--- config.mk ---
export PLATFORM = sky130hd
export DESIGN_NAME = ibex_trace_buffer
export DESIGN_NICKNAME = d
export VERILOG_FILES = /design/src/rtl/ibex_trace_buffer_pkg.sv /design/src/rtl/ibex_trace_fifo.sv /design/src/rtl/ibex_trace_buffer.sv
export SDC_FILE = /design/constraint.sdc
export NUM_CORES = 1
export LEC_CHECK = 0
export BUFFER_PORTS_ARGS = -buffer_cell sky130_fd_sc_hd__buf_2
export CAP_MARGIN = 20
export CORE_UTILIZATION = 40
export CTS_CLUSTER_SIZE = 14
export DETAILED_ROUTE_END_ITERATION = 12
export GPL_TIMING_DRIVEN = 1
export HOLD_SLACK_MARGIN = 0.05
export PLACE_DENSITY = 0.55
export SETUP_SLACK_MARGIN = 0.1
export SLEW_MARGIN = 10
export SYNTH_ARGS = -nofsm -noshare
export SYNTH_HDL_FRONTEND = slang
export SYNTH_SLANG_ARGS = --single-unit
--- constraint.sdc ---
create_clock -name clk_i -period 12.55 [get_ports clk_i]
set_clock_uncertainty 0.2 [all_clocks]
set_input_delay 0.6275 -clock clk_i [delete_from_list [all_inputs] [get_ports clk_i]]
set_output_delay 0.6275 -clock clk_i [all_outputs]
set_load 0.02 [all_outputs]
--- src/rtl/ibex_trace_buffer_pkg.sv ---
// Shared types and constants for the RVFI trace buffer.
//   trace_rec_t      : one captured retirement record (FIFO entry)
//   TraceSyncNibble  : sync pattern placed in the top nibble of every header beat
//   TraceBeatsPerRec : number of 32-bit beats a record is serialised into
//   trace_header()   : packs the header beat of a record
package ibex_trace_buffer_pkg;

  localparam logic [3:0]  TraceSyncNibble  = 4'hA;
  localparam int unsigned TraceBeatsPerRec = 4;
  // Header carries a fixed 16-bit drop field; narrower counters are zero-extended.
  localparam int unsigned TraceDropFieldW  = 16;

  typedef struct packed {
    logic                       trap;
    logic                       halt;
    logic                       intr;
    logic [1:0]                 mode;
    logic [4:0]                 rd_addr;
    logic [TraceDropFieldW-1:0] drop_cnt;
    logic [31:0]                pc;
    logic [31:0]                insn;
    logic [31:0]                rd_wdata;
  } trace_rec_t;

  // {sync, trap, halt, intr, mode, rd_addr, ovf, 0, drop_cnt}
  function automatic logic [31:0] trace_header(input trace_rec_t rec);
    return {TraceSyncNibble, rec.trap, rec.halt, rec.intr, rec.mode, rec.rd_addr,
            (rec.drop_cnt != '0), 1'b0, rec.drop_cnt};
  endfunction

endpackage

--- src/rtl/ibex_trace_fifo.sv ---
// Single-clock FIFO of trace records. Read data comes straight from the storage
// registers at the read pointer, so the head entry is stable until it is popped.
// Ports:
//   clk_i, rst_ni : clock, asynchronous active-low reset
//   push_i/wdata_i: write request and record (ignored when full)
//   pop_i         : remove head entry (ignored when empty)
//   rdata_o       : head entry
//   full_o/empty_o: occupancy flags
//   level_o       : registered occupancy, 0..Depth
module ibex_trace_fifo
  import ibex_trace_buffer_pkg::*;
#(
  parameter int unsigned Depth = 8  // power of two, >= 2
) (
  input  logic                   clk_i,
  input  logic                   rst_ni,
  input  logic                   push_i,
  input  trace_rec_t             wdata_i,
  input  logic                   pop_i,
  output trace_rec_t             rdata_o,
  output logic                   full_o,
  output logic                   empty_o,
  output logic [$clog2(Depth):0] level_o
);

  localparam int unsigned PtrW = $clog2(Depth);
  localparam int unsigned LvlW = PtrW + 1;

  trace_rec_t            mem_q [Depth];
  logic [PtrW-1:0]       wr_ptr_q, rd_ptr_q;
  logic [LvlW-1:0]       level_q, level_d;
  logic                  push_ok, pop_ok;

  assign full_o  = (level_q == LvlW'(Depth));
  assign empty_o = (level_q == '0);
  assign push_ok = push_i && !full_o;
  assign pop_ok  = pop_i && !empty_o;
  assign rdata_o = mem_q[rd_ptr_q];
  assign level_o = level_q;

  always_comb begin
    level_d = level_q;
    case ({push_ok, pop_ok})
      2'b10:   level_d = level_q + 1'b1;
      2'b01:   level_d = level_q - 1'b1;
      default: level_d = level_q;
    endcase
  end

  // Pointers wrap naturally because Depth is a power of two.
  always_ff @(posedge clk_i or negedge rst_ni) begin
    if (!rst_ni) begin
      wr_ptr_q <= '0;
      rd_ptr_q <= '0;
      level_q  <= '0;
    end else begin
      if (push_ok) wr_ptr_q <= wr_ptr_q + 1'b1;
      if (pop_ok)  rd_ptr_q <= rd_ptr_q + 1'b1;
      level_q <= level_d;
    end
  end

  // Storage needs no reset: an entry is only observed after it has been written.
  always_ff @(posedge clk_i) begin
    if (push_ok) mem_q[wr_ptr_q] <= wdata_i;
  end

endmodule

--- src/rtl/ibex_trace_buffer.sv ---
// Captures one compact record per RVFI retirement into a FIFO and serialises
// each record as four 32-bit beats (header, pc, insn, rd_wdata) on a
// valid/ready trace port. Retirements seen while the FIFO is full are dropped
// and counted; the count rides in the header of the next accepted record.
// Ports:
//   clk_i, rst_ni          : clock, asynchronous active-low reset
//   trace_en_i             : capture enable
//   rvfi_*                 : retirement stream from the core
//   trace_valid_o/ready_i  : beat handshake
//   trace_data_o/last_o    : beat payload, final-beat marker
//   trace_drops_o          : drops not yet reported in a header
//   trace_level_o          : FIFO occupancy
module ibex_trace_buffer
  import ibex_trace_buffer_pkg::*;
#(
  parameter int unsigned FifoDepth    = 8,   // power of two, >= 2
  parameter int unsigned DropCntWidth = 16   // <= 16
) (
  input  logic                       clk_i,
  input  logic                       rst_ni,
  input  logic                       trace_en_i,
  input  logic                       rvfi_valid,
  input  logic                       rvfi_trap,
  input  logic                       rvfi_halt,
  input  logic                       rvfi_intr,
  input  logic [1:0]                 rvfi_mode,
  input  logic [4:0]                 rvfi_rd_addr,
  input  logic [31:0]                rvfi_rd_wdata,
  input  logic [31:0]                rvfi_pc_rdata,
  input  logic [31:0]                rvfi_insn,
  output logic                       trace_valid_o,
  input  logic                       trace_ready_i,
  output logic [31:0]                trace_data_o,
  output logic                       trace_last_o,
  output logic [DropCntWidth-1:0]    trace_drops_o,
  output logic [$clog2(FifoDepth):0] trace_level_o
);

  localparam logic [1:0] LastBeat = 2'(TraceBeatsPerRec - 1);

  trace_rec_t              wr_rec, head_rec;
  logic                    fifo_full, fifo_empty;
  logic                    capture, push, drop, xfer, pop;
  logic [1:0]              beat_q, beat_d;
  logic [DropCntWidth-1:0] drop_cnt_q, drop_cnt_d;

  // Full is the registered occupancy, so a same-cycle final-beat pop never
  // makes room for this cycle's retirement.
  assign capture = rvfi_valid && trace_en_i;
  assign push    = capture && !fifo_full;
  assign drop    = capture && fifo_full;

  always_comb begin
    wr_rec          = '0;
    wr_rec.trap     = rvfi_trap;
    wr_rec.halt     = rvfi_halt;
    wr_rec.intr     = rvfi_intr;
    wr_rec.mode     = rvfi_mode;
    wr_rec.rd_addr  = rvfi_rd_addr;
    wr_rec.drop_cnt[DropCntWidth-1:0] = drop_cnt_q;
    wr_rec.pc       = rvfi_pc_rdata;
    wr_rec.insn     = rvfi_insn;
    wr_rec.rd_wdata = rvfi_rd_wdata;
  end

  ibex_trace_fifo #(
    .Depth (FifoDepth)
  ) u_fifo (
    .clk_i   (clk_i),
    .rst_ni  (rst_ni),
    .push_i  (push),
    .wdata_i (wr_rec),
    .pop_i   (pop),
    .rdata_o (head_rec),
    .full_o  (fifo_full),
    .empty_o (fifo_empty),
    .level_o (trace_level_o)
  );

  assign trace_valid_o = !fifo_empty;
  assign xfer          = trace_valid_o && trace_ready_i;
  assign pop           = xfer && (beat_q == LastBeat);
  assign trace_last_o  = trace_valid_o && (beat_q == LastBeat);
  assign trace_drops_o = drop_cnt_q;

  // Data is gated by valid so the port reads zero while idle or in reset.
  always_comb begin
    trace_data_o = '0;
    if (trace_valid_o) begin
      case (beat_q)
        2'd0:    trace_data_o = trace_header(head_rec);
        2'd1:    trace_data_o = head_rec.pc;
        2'd2:    trace_data_o = head_rec.insn;
        default: trace_data_o = head_rec.rd_wdata;
      endcase
    end
  end

  always_comb begin
    beat_d = beat_q;
    if (xfer) beat_d = beat_q + 1'b1;  // 3 -> 0 wrap coincides with the pop
  end

  // Reporting the count in an accepted header clears it; drops saturate.
  always_comb begin
    drop_cnt_d = drop_cnt_q;
    if (push) begin
      drop_cnt_d = '0;
    end else if (drop && (drop_cnt_q != {DropCntWidth{1'b1}})) begin
      drop_cnt_d = drop_cnt_q + 1'b1;
    end
  end

  always_ff @(posedge clk_i or negedge rst_ni) begin
    if (!rst_ni) begin
      beat_q     <= '0;
      drop_cnt_q <= '0;
    end else begin
      beat_q     <= beat_d;
      drop_cnt_q <= drop_cnt_d;
    end
  end

endmodule

Word level (Yosys, flattened, before mapping)
Memories as Yosys holds them, arrays and structs flattened.
Index checks and enable logic that the tools add are counted.

word-level totals
  register bits = 28
  RAM bits = 976
  input port bits = 111
  output and inout bits = 54
  logic and storage cells = 42
  memories = 1

memory list
  name          words  width  read ports  clocked after Yosys merged registers in  write ports  line                   text
  u_fifo.mem_q  8      122    1           0                                        1            ibex_trace_fifo.sv:29  trace_rec_t mem_q [Depth];

cells by class
  add/subtract/negate cells = 6
  equal/unequal tests = 7
  mux-type cells = 7
  reductions and logical operators = 16

operator list
  operator                 number
  $pmux W32 S3             1
  $mux W16                 2
  $mux W32                 1
  $add A16 B1 Y16 const B  1
  $ne A16 B16 Y1 const B   1
  $reduce_bool A16 Y1      1
  $logic_and A1 B1 Y1      9
  $pmux W4 S2              1
  $add A3 B1 Y3 const B    2
  $eq A2 B2 Y1 const B     3
  $add A4 B1 Y4 const B    1
  $eq A2 B1 Y1 const B     2
  $eq A4 B4 Y1 const B     1
  $logic_not A4 Y1         1
  $reduce_bool A2 Y1       2
  $sub A4 B1 Y4 const B    1
  $add A2 B1 Y2 const B    1
  $logic_not A1 Y1         2
  $logic_not A2 Y1         1
  $mux W1                  2

Longest topological paths before layout
  depth after elaboration = 7
  gate-level depth with buffers = 11
  gate-level depth less buffers = 11

Cells and area by module
From an unflattened synthesis, not the netlist that was laid out.

unflattened totals
  cells, all modules = 1753
  area total of the unflattened synthesis = 39141.3 µm²

by module, submodules not included
  module             times used  cells an instance  area an instance (µm²)
  ibex_trace_fifo    1           1478               37164.4
  ibex_trace_buffer  1           275                1976.9

Worst setup path before layout
OpenSTA, ideal clock, no wires.

  path kind = reg-to-reg
  start point = reg u_fifo.level_q[0] (netlist: u_fifo.level_o[0])
  end point = mem u_fifo.mem_q[0][0] in the netlist's numbering, enable pin
  library setup time = 904 ps
  arrival = 12862 ps
  required time = 11446 ps
  slack = -1416 ps
  stages on the path, launching flop included = 6
  buffers on the path = 0
  clock period less this slack = 13966 ps
  path through = dfrtp_1 -> nor3_1 -> and2_1 -> nor2_1 -> clkinv_1 -> nor4_1

on the way
  cells in the longest elaborated chain, start to end = 6

RTL lines
  element                          line                                            text
  start, declared                  ibex_trace_fifo.sv:31                           logic [LvlW-1:0] level_q, level_d;
  start signal, assigned           ibex_trace_fifo.sv:59                           level_q <= level_d;
  $eq A4 B4 Y1 *                   ibex_trace_fifo.sv:34                           assign full_o = (level_q == LvlW'(Depth));
  $logic_not A1 Y1 *               ibex_trace_fifo.sv:36, ibex_trace_buffer.sv:50
  $logic_and A1 B1 Y1              ibex_trace_buffer.sv:50                         assign push = capture && !fifo_full;
  $logic_and A1 B1 Y1 *            ibex_trace_fifo.sv:36                           assign push_ok = push_i && !full_o;
  $mux W1 *                        ibex_trace_fifo.sv:65                           if (push_ok) mem_q[wr_ptr_q] <= wdata_i;
  $mux W1 (not written as such) *  ibex_trace_fifo.sv:65
  end, declared                    ibex_trace_fifo.sv:29

Every way passes the cells marked *; elsewhere a longest branch is shown, timed or not.

Worst setup path in the final report
  start point = reg u_fifo.rd_ptr_q[1]
  end point = out trace_data_o[28]

on the way
  cells in the longest elaborated chain, start to end = 3

RTL lines
  element                 line                     text
  start, declared         ibex_trace_fifo.sv:30    logic [PtrW-1:0] wr_ptr_q, rd_ptr_q;
  start signal, assigned  ibex_trace_fifo.sv:58    if (pop_ok) rd_ptr_q <= rd_ptr_q + 1'b1;
  $mem_v2 Z8 W122         --
  $pmux W32 S3            ibex_trace_buffer.sv:90  case (beat_q)
  $mux W32                ibex_trace_buffer.sv:89  if (trace_valid_o) begin
  end, declared           ibex_trace_buffer.sv:33  output logic [31:0] trace_data_o,

No other way between the ends.

==> results_dict.tcl <==
set metrics [dict create \
    outcome "finished clean" \
    synth-main-ff-cell "edfxtp_1" \
    first_pass_iters 4 \
    postCtsSetupBuffers 0 \
    grt_max_degree 123 \
    power.share.switching_pct 30.5 \
    tightest_slew_ns 1.03 \
    nFillCells 7945 \
    tritoncts "done" \
    syn2layout_area_growth_pct 17.7 \
    synthCells 1709 \
    ys_warn_count 0 \
    multiInputGateArea_sq_um 8510 \
    seq_power_share_pct 40.6 \
    power.share.clock_pct 29.8 \
    ys_ff_latch 1004 \
    endpoint "trace_data_o[28]" \
    clk_latency_ns 0.69 \
    synth_cell_types 45 \
    synth-async-reset-ratio_pct 2.79 \
    grt_setup_unrepaired "no" \
    htreeDepth 3 \
    syn_area_per_cell_sq_um 22.8 \
    power_mw 10.1 \
    layout-drive-gt1-share_pct 32.2 \
    fp.dieArea_sq_um 98600 \
    wire_per_inst_microns 26.1 \
    start_kind "flop" \
    ant_nets 0 \
    final_max_slew_viol_count 0 \
    setup_viol 0 \
    max_cap_viol_count 0 \
    netlist_area_sq_um 38900 \
    rrSetupSlack_ns 8.43 \
    fp.coreArea_sq_um 96600 \
    fmax_mhz 167 \
    cts-root-buf "clkbuf_16" \
    setup.worst_path.start "u_fifo.rd_ptr_q[1]" \
    antenna_found_initial 11 \
    cp_data_required_time_ns 11.72 \
    drc 0 \
    peakVddDrop_mv 0.193 \
    port_buffers 164 \
    clk_path_buf_depth 3 \
    path_max_fanout 64 \
    rows 114 \
    drtIter0Drc 1298 \
    cts_buffers 105 \
    p_leak_nw 14.8 \
    initial_core_util_pct 40.3 \
    dp.final_hpwl_microns 45600 \
    r2r-end "u_fifo.mem_q[4][81]" \
    clk_pin_slew_worst_paths_ns 0.06 \
    grt-ovfl-total 0 \
    track_usage_pct 18.2 \
    io_pins 165 \
    r2r_cells 8 \
    power_density_nw_per_um2 221 \
    gp_congestion 0.732 \
    finalHoldViolations 0 \
    hold_path_class "in2reg" \
    finalCriticalPeriod_ns 5.99 \
    internal_power_mw 7.05 \
    fp.dieW_microns 314 \
    p_comb_share_pct 29.6 \
    critPathArrivalTime_ns 5.17 \
    cts.sinks 1004 \
    reg2reg_from "u_fifo.level_o[0]" \
    grt_pass1_wl_microns 130000 \
    crit_type "reg2out" \
    grt_pass1_vias 19814 \
    worst_setup_path_end_kind "output pin" \
    p_switching_mw 3.09 \
    maxSlewHeadroom_pct 31.4 \
    finalCritPeriodShare_pct 47.8 \
    vias 18333 \
    nNetsFinal 2150 \
    vias_per_cell 5.41 \
    setup_tns_ns 0 \
    synth.yosys.seq_area_share_pct 77.1 \
    routed_wl_microns 88500 \
    synth_edf_count 976 \
    regArea_sq_um 30000 \
    fp.dieH_microns 314 \
    synthesis.nets 1832 \
]
power by group through the flow:
stage	Clock (mW)	Combinational, mW	Sequential, mW
final	3.02	3.00	4.12
after detailed placement	0	2.98	4.23
after floorplan	0	2.13	4.14
after global routing	3.22	3.21	4.14
after global placement	0	2.98	4.22
after CTS	3.10	3.02	4.16
area by class of cell:
cell class	count	share of cell area, %
timing repair buffer	300	4.92
clock buffer	132	6.12
antenna	1	0.00546
clock inverter	62	1.23
sequential	1004	65.6
tap	1276	3.49
multi-input combinational	604	18.6
inverter	12	0.0984
cell usage in the layout (no fill, tap or decap), types with 21 or more instances in the layout:
master | Yosys | layout
mux2i_1 | 51 | 51
dlygate4sd3_1 | 0 | 108
edfxtp_1 | 976 | 976
a21oi_1 | 41 | 41
clkinv_1 | 1 | 21
mux4_2 | 244 | 244
dfrtp_1 | 28 | 25
clkbuf_16 | 0 | 108
buf_2 | 27 | 164
clkinv_2 | 0 | 26
mux2_2 | 76 | 76
clkbuf_1 | 34 | 23
worst min path at each step:
stage / startpoint / to / depth (start not counted)
5_1_grt: trace_en_i / trace_drops_o[5] / 4
3_3_place_gp: beat_q[0] / beat_q[0] / 1
6_report: rvfi_valid / trace_drops_o[5] / 4
3_5_place_dp: beat_q[0] / beat_q[0] / 1
2_1_floorplan: rst_ni / beat_q[0] / 0
4_1_cts: trace_en_i / trace_drops_o[5] / 4
sequential cells by signal, summed over array words and instances (netlist names):
name / count
trace_drops_o: 16
u_fifo.mem_q: 976
u_fifo.wr_ptr_q: 3
u_fifo.rd_ptr_q: 3
beat_q: 2
u_fifo.level_o: 4
per-stage QoR:
stage	hold slack (ns)	instances	utilization [%]	area, sq um	setup WS (ns)
after global placement	0.366	3085	42.8	41300	7.10
after detailed placement	0.370	3085	42.8	41300	7.18
after CTS	0.149	3387	47.4	45700	6.41
after floorplan	0.132	1709	-	38900	1.93
final	0.195	3391	47.4	45800	6.56
after global routing	0.258	3390	47.4	45800	6.34
cells by family (layout without fill, tap and decap cells):
logic type | after synthesis | after routing | share of synthesized area, %
multiplexers | 371 | 371 | 17.6
other | 0 | 1 | 0
AND/OR/NAND/NOR | 86 | 86 | 1.14
buffers and inverters | 101 | 506 | 1.22
adder cells (fa/ha/maj) | 12 | 12 | 0.405
flip-flops | 1004 | 1004 | 77.1
XOR/XNOR | 9 | 9 | 0.203
AO/OA/AOI/OAI | 126 | 126 | 2.30
Yosys cell counts (2+ instances only):
| cell | n | area (sq um) |
|---|---|---|
| or4_1 | 7 | 52.6 |
| nor4_1 | 2 | 12.5 |
| nand4_1 | 7 | 43.8 |
| nand2b_1 | 4 | 25.0 |
| ha_1 | 11 | 138 |
| o21a_1 | 2 | 15.0 |
| clkbuf_1 | 34 | 128 |
| and4_1 | 2 | 17.5 |
| a22oi_1 | 12 | 90.1 |
| mux2_2 | 76 | 856 |
| dfrtp_1 | 28 | 701 |
| nor3_1 | 6 | 30.0 |
| buf_6 | 4 | 45.0 |
| xor2_1 | 3 | 26.3 |
| xnor2_1 | 6 | 52.6 |
| mux2i_1 | 51 | 510 |
| and2_1 | 3 | 18.8 |
| mux4_2 | 244 | 5500 |
| a221oi_1 | 15 | 131 |
| o21ai_0 | 6 | 30.0 |
| nand3_1 | 3 | 15.0 |
| and3_1 | 2 | 12.5 |
| buf_1 | 15 | 56.3 |
| buf_4 | 9 | 67.6 |
| o31ai_1 | 7 | 52.6 |
| nor2_1 | 23 | 86.3 |
| a21oi_1 | 41 | 205 |
| buf_2 | 27 | 135 |
| o31a_1 | 16 | 140 |
| o21ai_1 | 4 | 20.0 |
| inv_1 | 11 | 41.3 |
| a22o_1 | 16 | 140 |
| a211oi_1 | 3 | 22.5 |
| edfxtp_1 | 976 | 29300 |
| or3_1 | 4 | 25.0 |
| nand2_1 | 20 | 75.1 |
routing by layer:
metal  up-vias  GRT usage, %  part of all wire, %
met5         -             0                0.096
met4        12          5.30                  2.3
met3       139          3.38                  4.7
met2       424          31.1                   51
met1      9816          23.6                   42
li1       7942             -                    -
worst max-delay path, cell delays in order, from the launching register on:
cell and delay (ns):
dfrtp_4 0.94, buf_4 0.90, buf_4 0.85, mux4_2 0.41
mux2_2 0.28, a221oi_1 0.61, a211oi_1 0.13, buf_2 0.22
what timing repair did:
action / CTS / global route
endpoints found under the hold margin: 877 / 0
hold buffers: 108 / 0
resized for setup: 0 / 0
(Power assumes the default switching activity.)
